## config.mk

```make
export PLATFORM = sky130hd
export DESIGN_NAME = acc_cpu_core_flat
export DESIGN_NICKNAME = d
export VERILOG_FILES = /design/src/rtl/acc_cpu_pkg.sv /design/src/rtl/acc_cpu_core_if.sv /design/src/rtl/acc_alu.sv /design/src/rtl/acc_cpu_core.sv /design/src/flat_wrapper.sv
export SDC_FILE = /design/constraint.sdc
export NUM_CORES = 1
export LEC_CHECK = 0
export BUFFER_PORTS_ARGS = -buffer_cell sky130_fd_sc_hd__buf_2
export CAP_MARGIN = 20
export CORE_AREA = 2 2 113 87
export CTS_CLUSTER_SIZE = 20
export DETAILED_ROUTE_END_ITERATION = 6
export DIE_AREA = 0 0 115 89
export PLACE_DENSITY_LB_ADDON = 0.08
export SKIP_LAST_GASP = 1
export SYNTH_ARGS = -nofsm -noshare
export SYNTH_HDL_FRONTEND = slang
export SYNTH_HIERARCHICAL = 1
export SYNTH_SLANG_ARGS = --single-unit
```

## constraint.sdc

```tcl
create_clock -name clock -period 4 [get_ports clock]
set_input_delay 0.2 -clock clock [delete_from_list [all_inputs] [get_ports clock]]
set_output_delay 0.2 -clock clock [all_outputs]
set_load 0.02 [all_outputs]
```

## src/rtl/acc_cpu_pkg.sv

```systemverilog
// Shared opcodes, FSM state encoding and instruction-width helper for the accumulator core.
package acc_cpu_pkg;

  localparam int unsigned OpcodeW = 4;

  localparam logic [3:0] OpNop = 4'h0;
  localparam logic [3:0] OpLda = 4'h1;
  localparam logic [3:0] OpSta = 4'h2;
  localparam logic [3:0] OpAdd = 4'h3;
  localparam logic [3:0] OpSub = 4'h4;
  localparam logic [3:0] OpAnd = 4'h5;
  localparam logic [3:0] OpOr  = 4'h6;
  localparam logic [3:0] OpXor = 4'h7;
  localparam logic [3:0] OpJmp = 4'h8;
  localparam logic [3:0] OpJz  = 4'h9;
  localparam logic [3:0] OpJc  = 4'hA;
  localparam logic [3:0] OpNot = 4'hB;
  localparam logic [3:0] OpHlt = 4'hF;

  localparam logic [1:0] StFetch = 2'd0;
  localparam logic [1:0] StExec  = 2'd1;
  localparam logic [1:0] StMem   = 2'd2;
  localparam logic [1:0] StHalt  = 2'd3;

  function automatic int unsigned instrWidth(input int unsigned addrW);
    return OpcodeW + addrW;
  endfunction

endpackage

```

## src/rtl/acc_cpu_core_if.sv

```systemverilog
// Data-memory request/ready bus between the core (master) and memory (slave).
interface acc_cpu_core_if #(
  parameter int unsigned DATA_W = 8,
  parameter int unsigned ADDR_W = 4
);
  logic              req;
  logic              we;
  logic              ready;
  logic [ADDR_W-1:0] addr;
  logic [DATA_W-1:0] wdata;
  logic [DATA_W-1:0] rdata;

  modport master (output req, we, addr, wdata, input ready, rdata);
  modport slave  (input req, we, addr, wdata, output ready, rdata);
endinterface

```

## src/rtl/acc_alu.sv

```systemverilog
// Combinational accumulator ALU: load passthrough, add/sub with carry, logic ops and NOT.
module acc_alu
  import acc_cpu_pkg::*;
#(
  parameter int unsigned DATA_W = 8
) (
  input  logic [DATA_W-1:0] a,
  input  logic [DATA_W-1:0] b,
  input  logic [3:0]        op,
  output logic [DATA_W-1:0] y,
  output logic              c
);

  logic [DATA_W:0] sum;
  logic [DATA_W:0] diff;

  assign sum  = {1'b0, a} + {1'b0, b};
  assign diff = {1'b0, a} - {1'b0, b};

  always_comb begin
    y = b;
    c = 1'b0;
    case (op)
      OpAdd: {c, y} = sum;
      OpSub: begin
        y = diff[DATA_W-1:0];
        // Carry means "no borrow", i.e. a >= b.
        c = ~diff[DATA_W];
      end
      OpAnd:   y = a & b;
      OpOr:    y = a | b;
      OpXor:   y = a ^ b;
      OpNot:   y = ~a;
      default: y = b;
    endcase
  end

endmodule

```

## src/rtl/acc_cpu_core.sv

```systemverilog
// Multi-cycle accumulator CPU: FETCH/EXEC/MEM/HALT control, Z/C flags, branches,
// and a req/ready handshake to variable-latency data memory.
module acc_cpu_core
  import acc_cpu_pkg::*;
#(
  parameter int unsigned      DATA_W   = 8,
  parameter int unsigned      ADDR_W   = 4,
  parameter logic [ADDR_W-1:0] RESET_PC = '0
) (
  input  logic                          clock,
  input  logic                          reset,
  input  logic                          run,
  output logic [ADDR_W-1:0]             im_addr,
  input  logic [instrWidth(ADDR_W)-1:0] im_data,
  acc_cpu_core_if.master                dm,
  output logic [DATA_W-1:0]             ac_out,
  output logic [ADDR_W-1:0]             pc_out,
  output logic                          flag_z,
  output logic                          flag_c,
  output logic                          halted,
  output logic [1:0]                    state_out
);

  localparam int unsigned InstrW = instrWidth(ADDR_W);

  logic [1:0]        stateQ, stateD;
  logic [ADDR_W-1:0] pcQ, pcD;
  logic [DATA_W-1:0] acQ, acD;
  logic [InstrW-1:0] irQ, irD;
  logic              zQ, zD, cQ, cD, haltedQ, haltedD;

  logic [3:0]        op;
  logic [ADDR_W-1:0] operand;
  logic              isMem;
  logic              done;
  logic [DATA_W-1:0] aluY;
  logic              aluC;

  assign op      = irQ[InstrW-1 -: OpcodeW];
  assign operand = irQ[ADDR_W-1:0];
  assign isMem   = (op >= OpLda) && (op <= OpXor);

  assign dm.req   = ((stateQ == StExec) && isMem) || (stateQ == StMem);
  assign dm.we    = dm.req && (op == OpSta);
  assign dm.addr  = operand;
  assign dm.wdata = acQ;
  assign done     = dm.req && dm.ready;

  acc_alu #(
    .DATA_W(DATA_W)
  ) u_alu (
    .a (acQ),
    .b (dm.rdata),
    .op(op),
    .y (aluY),
    .c (aluC)
  );

  always_comb begin
    stateD  = stateQ;
    pcD     = pcQ;
    acD     = acQ;
    irD     = irQ;
    zD      = zQ;
    cD      = cQ;
    haltedD = haltedQ;
    case (stateQ)
      StFetch: begin
        if (run) begin
          irD    = im_data;
          pcD    = pcQ + 1'b1;
          stateD = StExec;
        end
      end
      StExec, StMem: begin
        if ((stateQ == StExec) && !isMem) begin
          stateD = StFetch;
          case (op)
            OpJmp: pcD = operand;
            OpJz:  if (zQ) pcD = operand;
            OpJc:  if (cQ) pcD = operand;
            OpNot: begin
              acD = aluY;
              zD  = (aluY == '0);
            end
            OpHlt: begin
              stateD  = StHalt;
              haltedD = 1'b1;
            end
            default: ;
          endcase
        end else if (done) begin
          stateD = StFetch;
          if (op != OpSta) begin
            acD = aluY;
            zD  = (aluY == '0);
            if ((op == OpAdd) || (op == OpSub)) cD = aluC;
          end
        end else begin
          stateD = StMem;
        end
      end
      default: ;
    endcase
  end

  always_ff @(posedge clock) begin
    if (reset) begin
      stateQ  <= StFetch;
      pcQ     <= RESET_PC;
      acQ     <= '0;
      irQ     <= '0;
      zQ      <= 1'b0;
      cQ      <= 1'b0;
      haltedQ <= 1'b0;
    end else begin
      stateQ  <= stateD;
      pcQ     <= pcD;
      acQ     <= acD;
      irQ     <= irD;
      zQ      <= zD;
      cQ      <= cD;
      haltedQ <= haltedD;
    end
  end

  assign im_addr   = pcQ;
  assign pc_out    = pcQ;
  assign ac_out    = acQ;
  assign flag_z    = zQ;
  assign flag_c    = cQ;
  assign halted    = haltedQ;
  assign state_out = stateQ;

endmodule

```

## src/flat_wrapper.sv

```systemverilog
// flat-port wrapper written by rule: the top's interface ports become plain ports
module acc_cpu_core_flat import acc_cpu_pkg::*;
#(
  parameter int unsigned      DATA_W   = 8,
  parameter int unsigned      ADDR_W   = 4,
  parameter logic [ADDR_W-1:0] RESET_PC = '0
)
  (clock, reset, run, im_addr, im_data, ac_out, pc_out, flag_z, flag_c, halted, state_out, dm_req, dm_we, dm_addr, dm_wdata, dm_ready, dm_rdata);
  acc_cpu_core_if #(.DATA_W(DATA_W), .ADDR_W(ADDR_W)) dm_i ();
  input  logic clock;
  input  logic reset;
  input  logic run;
  output logic [ADDR_W-1:0] im_addr;
  input  logic [instrWidth(ADDR_W)-1:0] im_data;
  output logic [DATA_W-1:0] ac_out;
  output logic [ADDR_W-1:0] pc_out;
  output logic flag_z;
  output logic flag_c;
  output logic halted;
  output logic [1:0] state_out;
  output wire logic [$bits(dm_i.req)-1:0] dm_req;
  output wire logic [$bits(dm_i.we)-1:0] dm_we;
  output wire logic [$bits(dm_i.addr)-1:0] dm_addr;
  output wire logic [$bits(dm_i.wdata)-1:0] dm_wdata;
  input wire logic [$bits(dm_i.ready)-1:0] dm_ready;
  input wire logic [$bits(dm_i.rdata)-1:0] dm_rdata;
  assign dm_req = dm_i.req;
  assign dm_we = dm_i.we;
  assign dm_addr = dm_i.addr;
  assign dm_wdata = dm_i.wdata;
  assign dm_i.ready = dm_ready;
  assign dm_i.rdata = dm_rdata;
  acc_cpu_core #(.DATA_W(DATA_W), .ADDR_W(ADDR_W), .RESET_PC(RESET_PC)) u_core (.clock(clock), .reset(reset), .run(run), .im_addr(im_addr), .im_data(im_data), .dm(dm_i), .ac_out(ac_out), .pc_out(pc_out), .flag_z(flag_z), .flag_c(flag_c), .halted(halted), .state_out(state_out));
endmodule
```

# [Yosys cells after proc, flatten, opt, wreduce, memory -nomap -nowiden]
# Index checks and enable logic that the tools add are counted.
[word_totals] rom_bits=0 out_inout_bits=35 wordCells=79 n_memories=0 ramBits=0 inputBits=20 latchBits=0 ff_bits=25
[classes] n_eq_ne=20 addsub=3 bitwise_logic=6 div_mod_pow=0 n_reduce_logical=20 magnitude_cmp=2 shift=0 mux=21 n_mul=0
[ops] cell="case mux 8 bit (6 select lines)" count=1
[ops] cell="2-to-1 mux 8 bit" count=4
[ops] cell="equality test 4 bit (second input constant)" count=5
[ops] cell="equality test 4 x 3 -> 1 bit (second input constant)" count=4
[ops] cell="2-to-1 mux 4 bit" count=4
[ops] cell="case mux 4 bit (3 select lines)" count=1
[ops] cell="adder 8 x 8 -> 9 bit" count=1
[ops] cell="subtractor 8 x 8 -> 9 bit" count=1
[ops] cell="bitwise AND 8 bit" count=1
[ops] cell="equality test 4 x 2 -> 1 bit (second input constant)" count=2
[ops] cell="zero test 8 bit" count=1
[ops] cell="2-to-1 mux 2 bit" count=4
[ops] cell="NOT 8 bit" count=1
[ops] cell="bitwise OR 8 bit" count=1
[ops] cell="case mux 4 bit (2 select lines)" count=1
[ops] cell="bitwise XOR 8 bit" count=1
[ops] cell="!= test 3 x 2 -> 1 bit (second input constant)" count=2
[ops] cell="AND reduction 6 bit" count=1
[ops] cell="nonzero test 2 bit" count=3
[ops] cell="logical AND 1 bit" count=5
[ops] cell="AND reduction 5 bit" count=1
[ops] cell="adder 4 x 1 -> 4 bit (second input constant)" count=1
[ops] cell="greater-or-equal comparator 4 x 1 -> 1 bit (second input constant)" count=1
[ops] cell="less-or-equal comparator 4 x 3 -> 1 bit (second input constant)" count=1
[ops] cell="other kinds (17)" count=24

# [Longest topological paths before layout]
[depth] depth_word=8 depth_mapped=13 ltp_nobuf=13

# [Cells and area by module]
# Netlist, hierarchy kept.
[by_module_without_submodules] module="acc_cpu_core" cells_per_inst=176 n_inst=1 seq_area_each_um2=500.5 area_per_inst_um2=1416.4
[by_module_without_submodules] module="acc_alu" cells_per_inst=189 n_inst=1 seq_area_each_um2=0.0 area_per_inst_um2=1258.7

# [Worst setup path before layout]
# OpenSTA, ideal clock, no wires.
[synth_timing] kind="reg-to-reg" startpoint="register u_core.acQ[0], in the netlist u_core/ac_out[0]" endpoint="register u_core.zQ, in the netlist u_core/flag_z" t_arrival_ps=2921 stages_incl_launch_ff=14 period_less_slack_ps=2992 slack_ps=1008 path_buffers=0 setup_ps=70 cell_sequence="dfxtp_1 > inv_1 > ha_1 > fa_1 > o21ba_2 > o21bai_1 > nor2_1 > nor3_1 > a31oi_1 > o32a_1 > nor4_1 > nand2_1 > or4_1 > a21oi_1"
[synth_via] elab_chain_len=6 word_cells_on_any_way=12 classes_between="2 x add/sub; 5 x mux; 4 x bitwise; 1 x reduce/logical"
[synth_rtl] element="from (decl)" line="acc_cpu_core.sv:28" source="logic [DATA_W-1:0] acQ, acD;"
[synth_rtl] element="from (signal assigned)" line="acc_cpu_core.sv:111" source="acQ <= '0;"
[synth_rtl] element="from (signal assigned)" line="acc_cpu_core.sv:119" source="acQ <= acD;"
[synth_rtl] element="subtractor 8 x 8 -> 9 bit / adder 8 x 8 -> 9 bit (equally long branches)" line="acc_alu.sv:18, acc_alu.sv:17"
[synth_rtl] element="case mux 8 bit (6 select lines) (*)" line="acc_alu.sv:23" source="case (op)"
[synth_rtl] element="named net u_core.aluY[4]" line="acc_cpu_core.sv:36" source="logic [DATA_W-1:0] aluY;"
[synth_rtl] element="zero test 8 bit (*)" line="acc_cpu_core.sv:84, acc_cpu_core.sv:96"
[synth_rtl] element="2-to-1 mux 1 bit" line="acc_cpu_core.sv:94" source="if (op != OpSta) begin"
[synth_rtl] element="2-to-1 mux 1 bit" line="acc_cpu_core.sv:92" source="end else if (done) begin"
[synth_rtl] element="2-to-1 mux 1 bit (*)" line="acc_cpu_core.sv:76" source="if ((stateQ == StExec) && !isMem) begin"
[synth_rtl] element="to (signal assigned)" line="acc_cpu_core.sv:121" source="zQ <= zD;"
[synth_rtl] element="to (decl)" line="acc_cpu_core.sv:30" source="logic zQ, zD, cQ, cD, haltedQ, haltedD;"
# Mark *: on every way through the listed nets, which the timed path passes. The rest lies on a longest branch. The select of a mux whose other input is x is not followed.
# A chain may end at the register's enable or synchronous reset.

# [Worst setup path after layout]
[layout_timing] startpoint="register u_core.acQ[1], in the netlist u_core/ac_out[1]" endpoint="register u_core.zQ, in the netlist u_core/flag_z"
# Same word-level chain as after synthesis.

==> metrics <==
run status=complete, no violations; Setup crit end kind=flop; crit-path cells=inv_1 > ha_1 > o21bai_1 > a21o_1 > o22ai_1 > nor2_1 > a21oi_1 > o32a_2 > nor4_1 > nand2_1 > or4_1 > a21oi_1; clock skew=2.49 ps; mean instance size in the synthesized netlist=7.33 sq um; Critical Path Fanout Max=8; insertion delay to the later sink of the worst-skew pair=260 ps; headroom to the max-slew limit=44.4%; category of the most critical setup path=flop to flop; kind of start point of the critical path=flop; worst setup slack after placement=796 ps; global-route usage over all layers=~17%; Worst path most repeated cell=sky130_fd_sc_hd__a21oi_1; antenna violations before repair=0; count of buffering cells on the critical path with inverters included=1; number of clock sinks=25; power per unit of standard cell area=~520 nW/um^2; most frequent cells in the layout=sky130_fd_sc_hd__buf_2, sky130_fd_sc_hd__a21oi_1, sky130_fd_sc_hd__nand2_1; Data arrival, critical path=3450 ps; starting density of the core=~30%; clock transition time at the flip-flop clock pins of the worst setup and hold paths=70 ps; final setup violation count=0; half-perimeter wire length after placement=6.62 mm; clock tree from TritonCTS=done; synthesis warning total=6; layout cell share with drive strength beyond 1=18.8%; Post-Layout Cell Count=505; via count=between 2,000 and 3,000; slowest CP cell=sky130_fd_sc_hd__dfxtp_1; number of DRC markers after the initial detailed-route iteration=234; ports placed on the boundary=55; Layout Area Growth over Synthesis=12.3%; final clock period utilization by the worst path=a little over 80%; die boundary width=between 100 and 150 microns; Seq/Total Area, Yosys=18.7%; Cell Count Post-Placement=501; global placement routability congestion=0.850; Post-Syn Nets=416; number of standard cells after synthesis=about 370; count of final hold-check violations=0; leading cell type in the layout, fill and taps excluded=sky130_fd_sc_hd__buf_2; Tightest Hold Check Type=primary input to flop; # nets final=445; number of buffers added on ports=54; final-layout setup total negative slack=0 ps; TritonCTS buffer count=3; Distinct cells, synth=between 50 and 60; leakage power total=1.28 nW; max-cap violation count=0; crit path time final=approximately 3300 ps; setup slack after layout=around 740 ps; actual slew at the worst max-slew pin=about 830 ps; grt total ovfl=0; Top Family by Delay on Critical Path=compound AO/OA/AOI/OAI gates; post-synthesis register bit count=25; Post-Synthesis Cell Area=2680 sq um; Die Y=89 microns; core box area=9010 sq um; biggest area contributors in the synthesized netlist=sky130_fd_sc_hd__dfxtp_1, sky130_fd_sc_hd__ha_1, sky130_fd_sc_hd__a21oi_1, sky130_fd_sc_hd__buf_4, sky130_fd_sc_hd__nand2_1; via-per-instance ratio=5.50; proportion of netlist area held by the largest area contributor=a little under a fifth; Synth Flop Type=sky130_fd_sc_hd__dfxtp_1; max-slew violations=0; die area=10,200 sq um; FFs w/ async S/R, synth=0%; remaining routing DRC violations=0; global-route wire length before repair=around 14 mm; Clock Root Buffer=sky130_fd_sc_hd__clkbuf_16; f_max=307 MHz; required arrival time at the worst endpoint=approximately 4200 ps; Antenna Cells=0; largest buffer count on any clock path=2; Post-synth EDFFs=0; worst voltage drop across the vdd grid=0.217 mV; Final ANT Viol Nets=0; filler cell count=between 900 and 1,000; number of optimization iterations in the first detailed-route pass=4; vias in the first global route=2,473; H-Tree Depth=1; row cnt=30; stage delay of the slowest cell on the critical path=500 ps; number of buffers added to fix hold violations after cts=0; number of gates given a new drive strength after cts=0; pin count of the biggest net entering global routing=27; detail-routed net length per standard cell=17.3 microns; drt total wl=around 8.7 mm; cell taking the most area after synthesis=sky130_fd_sc_hd__dfxtp_1; number of buffers inserted by post-CTS setup repair=0; setup repair after global routing missed its margin=no
-- per-layer routing --
layer	vias to the layer above	part of all wire [%]	global-route usage [%]
li1	1376	-	-
met1	1289	54	28.5
met2	109	39	23.2
met3	6	6.1	2.17
met4	0	0.85	2.63
met5	-	0	0
-- state kept, by name, summed over array words and instances (netlist names) --
name and count:
u_core/irQ 8, u_core/flag_c 1, u_core/halted 1, u_core/state_out 2
u_core/ac_out 8, u_core/flag_z 1, u_core/im_addr 4
-- through the flow --
stage / power (mW) / hold WS [ps] / instance area (sq um) / utilization (%)
floorplan: 1.09 / 347 / 2680 / -
global placement: 1.34 / 456 / 2920 / 32.4
detailed placement: 1.34 / 459 / 2920 / 32.4
CTS: 1.57 / 177 / 3010 / 33.4
global route: 1.71 / 180 / 3010 / 33.4
finish: 1.57 / 179 / 3010 / 33.4
-- path summary, 6_finish.rpt --
path                            depth (start not counted)                           from                    endpoint  slack, ps
worst max-delay path                                   12  u_core/ac_out[1]$_SDFFE_PP0P_  u_core/flag_z$_SDFFE_PP0P_        740
worst min-delay path                                    3                     im_data[3]  u_core/irQ[3]$_SDFFE_PP0P_        180
worst max register to register                         12  u_core/ac_out[1]$_SDFFE_PP0P_  u_core/flag_z$_SDFFE_PP0P_        740
worst min register to register                          2     u_core/halted$_SDFFE_PP0P_  u_core/halted$_SDFFE_PP0P_        480
-- layout make-up --
cell class	instances	area (sq um)	share of cell area (%)
clock buffers	3	75.1	2.50
well taps	112	140	4.66
inverters	26	97.6	3.25
repair buffers	60	315	10.5
multi-input cells	278	1870	62.2
flip-flops and latches	25	500	16.7
clock inverters	1	7.51	0.250
-- report_power, final --
group,total [mW],internal [mW],switching (mW)
clock,0.232,0.136,0.0961
combinational,0.978,0.327,0.651
sequential,0.359,0.294,0.0654
total,1.57,0.757,0.812
-- synth_stat cells (2+ instances only) --
master and number:
sky130_fd_sc_hd__clkbuf_1 11, sky130_fd_sc_hd__o22ai_1 5, sky130_fd_sc_hd__nand2_1 34, sky130_fd_sc_hd__o22a_1 3, sky130_fd_sc_hd__a21oi_1 53, sky130_fd_sc_hd__a211oi_1 4
sky130_fd_sc_hd__o21a_1 2, sky130_fd_sc_hd__mux2i_1 2, sky130_fd_sc_hd__xnor2_1 2, sky130_fd_sc_hd__mux2_2 2, sky130_fd_sc_hd__dfxtp_1 25, sky130_fd_sc_hd__nor3b_1 2
sky130_fd_sc_hd__nor3_1 8, sky130_fd_sc_hd__inv_1 26, sky130_fd_sc_hd__a21o_1 5, sky130_fd_sc_hd__o32a_1 2, sky130_fd_sc_hd__or3_1 2, sky130_fd_sc_hd__o21bai_1 6
sky130_fd_sc_hd__nand4_1 8, sky130_fd_sc_hd__nor4_1 3, sky130_fd_sc_hd__nor2_1 23, sky130_fd_sc_hd__buf_2 5, sky130_fd_sc_hd__a31oi_1 7, sky130_fd_sc_hd__a311oi_1 2
sky130_fd_sc_hd__nor2b_1 6, sky130_fd_sc_hd__clkbuf_2 2, sky130_fd_sc_hd__o311ai_0 2, sky130_fd_sc_hd__a221oi_1 4, sky130_fd_sc_hd__nand2b_1 5, sky130_fd_sc_hd__o21ai_1 3
sky130_fd_sc_hd__o31ai_1 12, sky130_fd_sc_hd__ha_1 29, sky130_fd_sc_hd__o21ai_0 10, sky130_fd_sc_hd__buf_4 17, sky130_fd_sc_hd__nand3_1 10, sky130_fd_sc_hd__fa_1 2
sky130_fd_sc_hd__o2111ai_1 3
-- tightest hold or removal path: stages --
cell,delay (ps)
sky130_fd_sc_hd__buf_2,90
sky130_fd_sc_hd__nand3_1,50
sky130_fd_sc_hd__a21oi_1,50
-- kinds of logic after synthesis --
family          after synthesis  share of synthesized area (%)
mux                           4                           1.59
xor+xnor                      2                          0.655
buf+inv                      62                           11.4
simple gates                111                           21.2
fa+ha+maj                    31                           15.1
flops                        25                           18.7
compound gates              130                           31.4
No activity file was read; power rests on OpenSTA's default activity.
